===== src/rtl/apb_dram_csr_pkg.sv =====
// Shared constants for the DRAM controller CSR block: register map, reset values
// and APB completer FSM states.
package apb_dram_csr_pkg;

  localparam logic [15:0] AddrCtrl    = 16'h0000;
  localparam logic [15:0] AddrTrcd    = 16'h0002;
  localparam logic [15:0] AddrTrp     = 16'h0004;
  localparam logic [15:0] AddrTrefi   = 16'h0006;
  localparam logic [15:0] AddrCmdAddr = 16'h0008;
  localparam logic [15:0] AddrCmdData = 16'h000A;
  localparam logic [15:0] AddrCmdGo   = 16'h000C;
  localparam logic [15:0] AddrStatus  = 16'h000E;
  localparam logic [15:0] AddrRdData  = 16'h0010;

  localparam logic [1:0]  RstCtrl     = 2'b00;
  localparam logic [3:0]  RstTrcd     = 4'h3;
  localparam logic [3:0]  RstTrp      = 4'h3;
  localparam logic [15:0] RstTrefi    = 16'h0618;

  typedef enum logic [1:0] {StIdle, StWait, StResp} apb_state_e;

endpackage


===== src/rtl/apb_completer_fsm.sv =====
// APB access-phase timing: WAIT_CYCLES wait states, then a single pready cycle
// that doubles as the commit strobe for register side effects.
module apb_completer_fsm
  import apb_dram_csr_pkg::*;
#(
  parameter int unsigned WAIT_CYCLES = 1
) (
  input  logic pclk,
  input  logic preset,
  input  logic psel,
  input  logic penable,
  output logic pready,
  output logic commit
);

  localparam logic [2:0] WaitInit = 3'(WAIT_CYCLES);

  apb_state_e state_q, state_d;
  logic [2:0] cnt_q, cnt_d;

  always_comb begin
    state_d = state_q;
    cnt_d   = cnt_q;
    unique case (state_q)
      StIdle: begin
        if (psel && !penable) begin
          cnt_d   = WaitInit;
          state_d = (WaitInit == 3'd0) ? StResp : StWait;
        end
      end
      StWait: begin
        if (!psel) begin
          state_d = StIdle;
          cnt_d   = 3'd0;
        end else begin
          // Leave for RESP on the cycle the count reaches zero.
          cnt_d = cnt_q - 3'd1;
          if (cnt_q <= 3'd1) state_d = StResp;
        end
      end
      StResp: state_d = StIdle;
      default: state_d = StIdle;
    endcase
  end

  always_ff @(posedge pclk) begin
    if (preset) begin
      state_q <= StIdle;
      cnt_q   <= 3'd0;
    end else begin
      state_q <= state_d;
      cnt_q   <= cnt_d;
    end
  end

  assign pready = (state_q == StResp);
  assign commit = (state_q == StResp) && psel && penable;

endmodule


===== src/rtl/apb_dram_csr.sv =====
// APB CSR block for a DRAM controller: timing config registers plus a
// single-outstanding command launcher with read-data capture.
module apb_dram_csr
  import apb_dram_csr_pkg::*;
#(
  parameter int unsigned WAIT_CYCLES = 1
) (
  input  logic        pclk,
  input  logic        preset,
  input  logic        psel,
  input  logic        penable,
  input  logic        pwrite,
  input  logic [15:0] paddr,
  input  logic [15:0] pwdata,
  output logic [15:0] prdata,
  output logic        pready,
  output logic        pslverr,
  output logic        cfg_enable,
  output logic        cfg_refresh_en,
  output logic [3:0]  cfg_trcd,
  output logic [3:0]  cfg_trp,
  output logic [15:0] cfg_trefi,
  output logic        cmd_valid,
  output logic        cmd_write,
  output logic [15:0] cmd_addr,
  output logic [15:0] cmd_wdata,
  input  logic        cmd_ready,
  input  logic        rsp_valid,
  input  logic [15:0] rsp_rdata,
  input  logic        init_done
);

  logic        commit;
  logic [1:0]  ctrl_q;
  logic [3:0]  trcd_q, trp_q;
  logic [15:0] trefi_q, caddr_q, cdata_q, rd_data_q;
  logic        busy_q, rd_valid_q, rd_out_q;
  logic        cmd_valid_q, cmd_write_q;
  logic [15:0] cmd_addr_q, cmd_wdata_q;

  apb_completer_fsm #(
    .WAIT_CYCLES(WAIT_CYCLES)
  ) u_fsm (
    .pclk   (pclk),
    .preset (preset),
    .psel   (psel),
    .penable(penable),
    .pready (pready),
    .commit (commit)
  );

  logic        mapped, err;
  logic [15:0] rdata;

  always_comb begin
    rdata  = '0;
    mapped = 1'b1;
    case (paddr)
      AddrCtrl:    rdata = {14'b0, ctrl_q};
      AddrTrcd:    rdata = {12'b0, trcd_q};
      AddrTrp:     rdata = {12'b0, trp_q};
      AddrTrefi:   rdata = trefi_q;
      AddrCmdAddr: rdata = caddr_q;
      AddrCmdData: rdata = cdata_q;
      AddrCmdGo:   rdata = '0;
      AddrStatus:  rdata = {13'b0, init_done, rd_valid_q, busy_q};
      AddrRdData:  rdata = rd_data_q;
      default:     mapped = 1'b0;
    endcase
    err = !mapped || paddr[0]
        || (pwrite && (paddr == AddrStatus || paddr == AddrRdData))
        || (!pwrite && paddr == AddrCmdGo)
        || (pwrite && paddr == AddrCmdGo && pwdata[0] && (busy_q || !ctrl_q[0]));
  end

  assign pslverr = pready && err;
  assign prdata  = (pready && !err) ? rdata : '0;

  logic wr_ok, rd_ok, launch, handshake, rsp_take;
  assign wr_ok     = commit && pwrite && !err;
  assign rd_ok     = commit && !pwrite && !err;
  assign launch    = wr_ok && (paddr == AddrCmdGo) && pwdata[0];
  assign handshake = cmd_valid_q && cmd_ready;
  assign rsp_take  = rsp_valid && rd_out_q;

  always_ff @(posedge pclk) begin
    if (preset) begin
      ctrl_q      <= RstCtrl;
      trcd_q      <= RstTrcd;
      trp_q       <= RstTrp;
      trefi_q     <= RstTrefi;
      caddr_q     <= '0;
      cdata_q     <= '0;
      rd_data_q   <= '0;
      busy_q      <= 1'b0;
      rd_valid_q  <= 1'b0;
      rd_out_q    <= 1'b0;
      cmd_valid_q <= 1'b0;
      cmd_write_q <= 1'b0;
      cmd_addr_q  <= '0;
      cmd_wdata_q <= '0;
    end else begin
      if (wr_ok) begin
        case (paddr)
          AddrCtrl:    ctrl_q  <= pwdata[1:0];
          AddrTrcd:    trcd_q  <= pwdata[3:0];
          AddrTrp:     trp_q   <= pwdata[3:0];
          AddrTrefi:   trefi_q <= pwdata;
          AddrCmdAddr: caddr_q <= pwdata;
          AddrCmdData: cdata_q <= pwdata;
          default: ;
        endcase
      end
      // launch can only fire while idle, so it never overlaps a handshake or response.
      if (launch) begin
        busy_q      <= 1'b1;
        cmd_valid_q <= 1'b1;
        cmd_write_q <= pwdata[1];
        cmd_addr_q  <= caddr_q;
        cmd_wdata_q <= cdata_q;
      end else if (handshake) begin
        cmd_valid_q <= 1'b0;
        if (cmd_write_q) busy_q <= 1'b0;
        else             rd_out_q <= 1'b1;
      end
      if (rsp_take) begin
        rd_data_q  <= rsp_rdata;
        rd_valid_q <= 1'b1;
        busy_q     <= 1'b0;
        rd_out_q   <= 1'b0;
      end else if (rd_ok && paddr == AddrRdData) begin
        rd_valid_q <= 1'b0;
      end
    end
  end

  assign cfg_enable     = ctrl_q[0];
  assign cfg_refresh_en = ctrl_q[1];
  assign cfg_trcd       = trcd_q;
  assign cfg_trp        = trp_q;
  assign cfg_trefi      = trefi_q;
  assign cmd_valid      = cmd_valid_q;
  assign cmd_write      = cmd_write_q;
  assign cmd_addr       = cmd_addr_q;
  assign cmd_wdata      = cmd_wdata_q;

endmodule

===== config.mk =====
export PLATFORM = sky130hd
export DESIGN_NAME = apb_dram_csr
export DESIGN_NICKNAME = d
export VERILOG_FILES = /design/src/rtl/apb_dram_csr_pkg.sv /design/src/rtl/apb_completer_fsm.sv /design/src/rtl/apb_dram_csr.sv
export SDC_FILE = /design/constraint.sdc
export NUM_CORES = 1
export LEC_CHECK = 0
export BUFFER_PORTS_ARGS = -buffer_cell sky130_fd_sc_hd__buf_4
export CAP_MARGIN = 30
export CORE_ASPECT_RATIO = 2
export CORE_MARGIN = 1
export CORE_UTILIZATION = 37
export DETAILED_ROUTE_END_ITERATION = 10
export SLEW_MARGIN = 5
export SYNTH_ARGS = -nofsm -noshare
export SYNTH_HDL_FRONTEND = slang
export SYNTH_HIERARCHICAL = 1
export SYNTH_SLANG_ARGS = --single-unit

===== constraint.sdc =====
create_clock -name pclk -period 4.5 [get_ports pclk]
set_input_delay 1.125 -clock pclk [delete_from_list [all_inputs] [get_ports pclk]]
set_output_delay 1.125 -clock pclk [all_outputs]
set_load 0.005 [all_outputs]

==> results.md <==
* Die area at 14200 um^2
* Sum Neg Setup Slack at 0 ns
* Largest net degree at the start of global routing at 98
* Reg2Reg Setup Slack at 1.84 ns
* Post-synthesis cell count at 622
* DRT antenna net count at 0
* Final Hold Fails at 0
* DP Cell Count at 880
* Final Skew at 0.00809 ns
* EDFF count, synth at 0
* Peak Freq at 233 MHz
* Dominant cell type by area after synthesis: dfxtp_1
* Violated checks: design-rule violations
* Place WS at 0.203 ns
* Worst Hold Depth at 2
* Worst Setup End Kind: primary output
* Rel. slew slack at 51.9%
* CTS root buf: clkbuf_16
* Drt wl/cell at 19.8 um
* Hold WC Path Type: reg2reg
* Post-CTS sizing at 0
* Sequential element share of the synthesized area at 45.7%
* Static leakage at 2.46 nW
* Asr flop ratio synth at 0%
* GRT Util Overall at 25.9%
* Die X at 84.9 um
* Syn Nets at 680
* Worst Setup Path Type: in2out
* PwrDens at 363 nW/um^2
* Remaining DRCs at 12
* Cts hold-fix bufs at 0
* Gr ovfl total at 0
* CTS tree: done
* Mapped Area at 5080 um^2
* Number of I/O pins at 134
* Mean area per synthesized cell at 8.17 um^2
* Reg-to-reg startpoint: u_fsm/state_q[1]
* Final core occ at 50.8%
* Row count at 60
* Num CTS Buffers at 17
* R2r worst-path depth at 9
* Worst hold endpoint: cmd_wdata[1]
* MaxCap Viol Count at 0
* Critical Path Slowest Stage Cell: or4_1
* Status: finished, violations left
* Most common cell after layout, fill and taps aside: nand2_1
* Ratio of cells with drive above 1 in the final layout at 27.2%
* NumNets Final at 803
* Main synth FF type: dfxtp_1
* HPWL after DPL at 13200 um
* Worst Path Arrival at 3.16 ns
* Overall power at 2.48 mW
* Fin crit period at 4.29 ns
* Vias in the first global route at 5016
* Worst-path clk slew at 0.06 ns
* DIE HEIGHT at 168 um
* Placeable Area at 13400 um^2
* CP most frequent cell: buf_4
* Yosys warns at 6
* Top post-synthesis cells by area: dfxtp_1, nand2_1, a21oi_1, mux2i_1, a22oi_1
* Worst slew pin tran at 0.721 ns
* Synth top area share at 45.7%
* Period utilisation layout at 95.3%
* Clock Path Buffers at 2
* DRT Wirelength at 18000 um
* Final setup fails at 0
* Synth Register Bits at 116
* Htree depth at 4
* Post-route cell area at 6830 um^2
* Worst-Skew Late Latency at 0.42 ns
* CP Data Required Time at 3.38 ns
* Antenna violations before repair at 0
* Post-DP Area at 6220 um^2
* Sink Count at 116
* Nature of the critical path startpoint: input port
* Hold WS at 0.450 ns
* Final worst setup slack at 0.214 ns
* Most frequent cells in the layout: nand2_1, buf_4, dfxtp_1
* Number of distinct library cells after synthesis at 53
* Slew Limit Fails at 0
* Antenna Cells at 0
* Post-CTS setup buffer count at 0
* Hold Path Origin: cmd_wdata[1]
* Routability cong. at 0.887
* Drt first pass iters at 8
* Worst path cell trace: buf_4 -> or4_1 -> buf_4 -> nor3_2 -> a41oi_1 -> o211ai_4 -> a21oi_1 -> buf_4
* Peak VDD IR at 0.000293 V
* Area growth from synthesis to layout at 34.4%
* DR iter-0 viols at 216
* Largest incremental delay on the critical path at 0.66 ns
* Via count at 5018
* Effective utilization at floorplan at 37.8%
* Reg-to-reg endpoint: cmd_wdata[7]
* First-pass GRT wire length at 27400 um
* RSZ-0062 raised after global routing: no
* Port bufs at 133
* Vias per cell at 5.50
* Largest fanout on the critical path at 16
* Non-filler cells, final at 913
cell families after synthesis:
logic type | synth area share [%]
AO/OA/AOI/OAI | 19.8
adder cells (fa/ha/maj) | 0.492
flip-flops | 45.7
XOR/XNOR | 0.172
multiplexers | 4.78
AND/OR/NAND/NOR | 24.5
buffers and inverters | 4.60
state kept, by name (all words and copies together) (netlist names), 3 cells and up:
signal / cells
rd_data_q: 16
cfg_trefi: 16
cmd_addr: 16
caddr_q: 16
cdata_q: 16
cfg_trp: 4
cfg_trcd: 4
cmd_wdata: 16
u_fsm/cnt_q: 3
critical path: cells and delay by family:
family	cells	cell delay, ns
buf+inv	3	0.51
simple gates	2	0.84
compound gates	3	0.69
power by group:
part / internal, mW / switching (mW)
logic: 0.0491 / 0.0625
clock network: 0.842 / 0.498
registers: 1.03 / 0.00232
total: 1.92 / 0.563
worst max-delay path by stage:
stage | start | endpoint | cells past startpoint
after floorplan | paddr[9] | prdata[10] | 7
after global placement | paddr[9] | prdata[10] | 8
after detailed placement | paddr[9] | prdata[15] | 8
after CTS | paddr[9] | prdata[15] | 8
after global routing | paddr[9] | prdata[15] | 8
final | paddr[9] | prdata[15] | 8
metal layers:
layer	GRT usage, %	share of wire, %	vias to the layer above
met1	25.7	35	2375
met4	15.8	5.6	0
met2	49.1	55	180
met5	0	0	-
met3	4.19	4.7	49
li1	-	-	2414
final cells by class:
type | count | area [um^2]
repair buffers | 150 | 1160
fillers | 1339 | 6610
flip-flops and latches | 116 | 2320
multi-input cells | 452 | 2540
clock inverters | 12 | 130
well taps | 155 | 194
inverters | 8 | 30.0
clock buffers | 20 | 457
cell usage after synthesis, types with 2 or more instances:
| master | instances |
|---|---|
| a211o_1 | 8 |
| a21oi_1 | 91 |
| a21oi_2 | 10 |
| a22oi_1 | 28 |
| a311oi_1 | 2 |
| a31oi_1 | 5 |
| and2_1 | 4 |
| and3_1 | 2 |
| buf_1 | 2 |
| buf_2 | 10 |
| buf_4 | 3 |
| clkbuf_1 | 30 |
| dfxtp_1 | 116 |
| ha_1 | 2 |
| inv_1 | 8 |
| mux2_2 | 2 |
| mux2i_1 | 22 |
| nand2_1 | 170 |
| nand2b_1 | 4 |
| nand3_1 | 8 |
| nand4_1 | 4 |
| nor2_1 | 25 |
| nor2b_1 | 10 |
| nor3_1 | 5 |
| nor3b_1 | 3 |
| nor4_1 | 6 |
| nor4_2 | 5 |
| nor4b_1 | 2 |
| o21ai_0 | 3 |
| o22ai_1 | 2 |
| or3_1 | 2 |
| or4_1 | 7 |
Note: power is estimated with default switching activity, not from simulation.
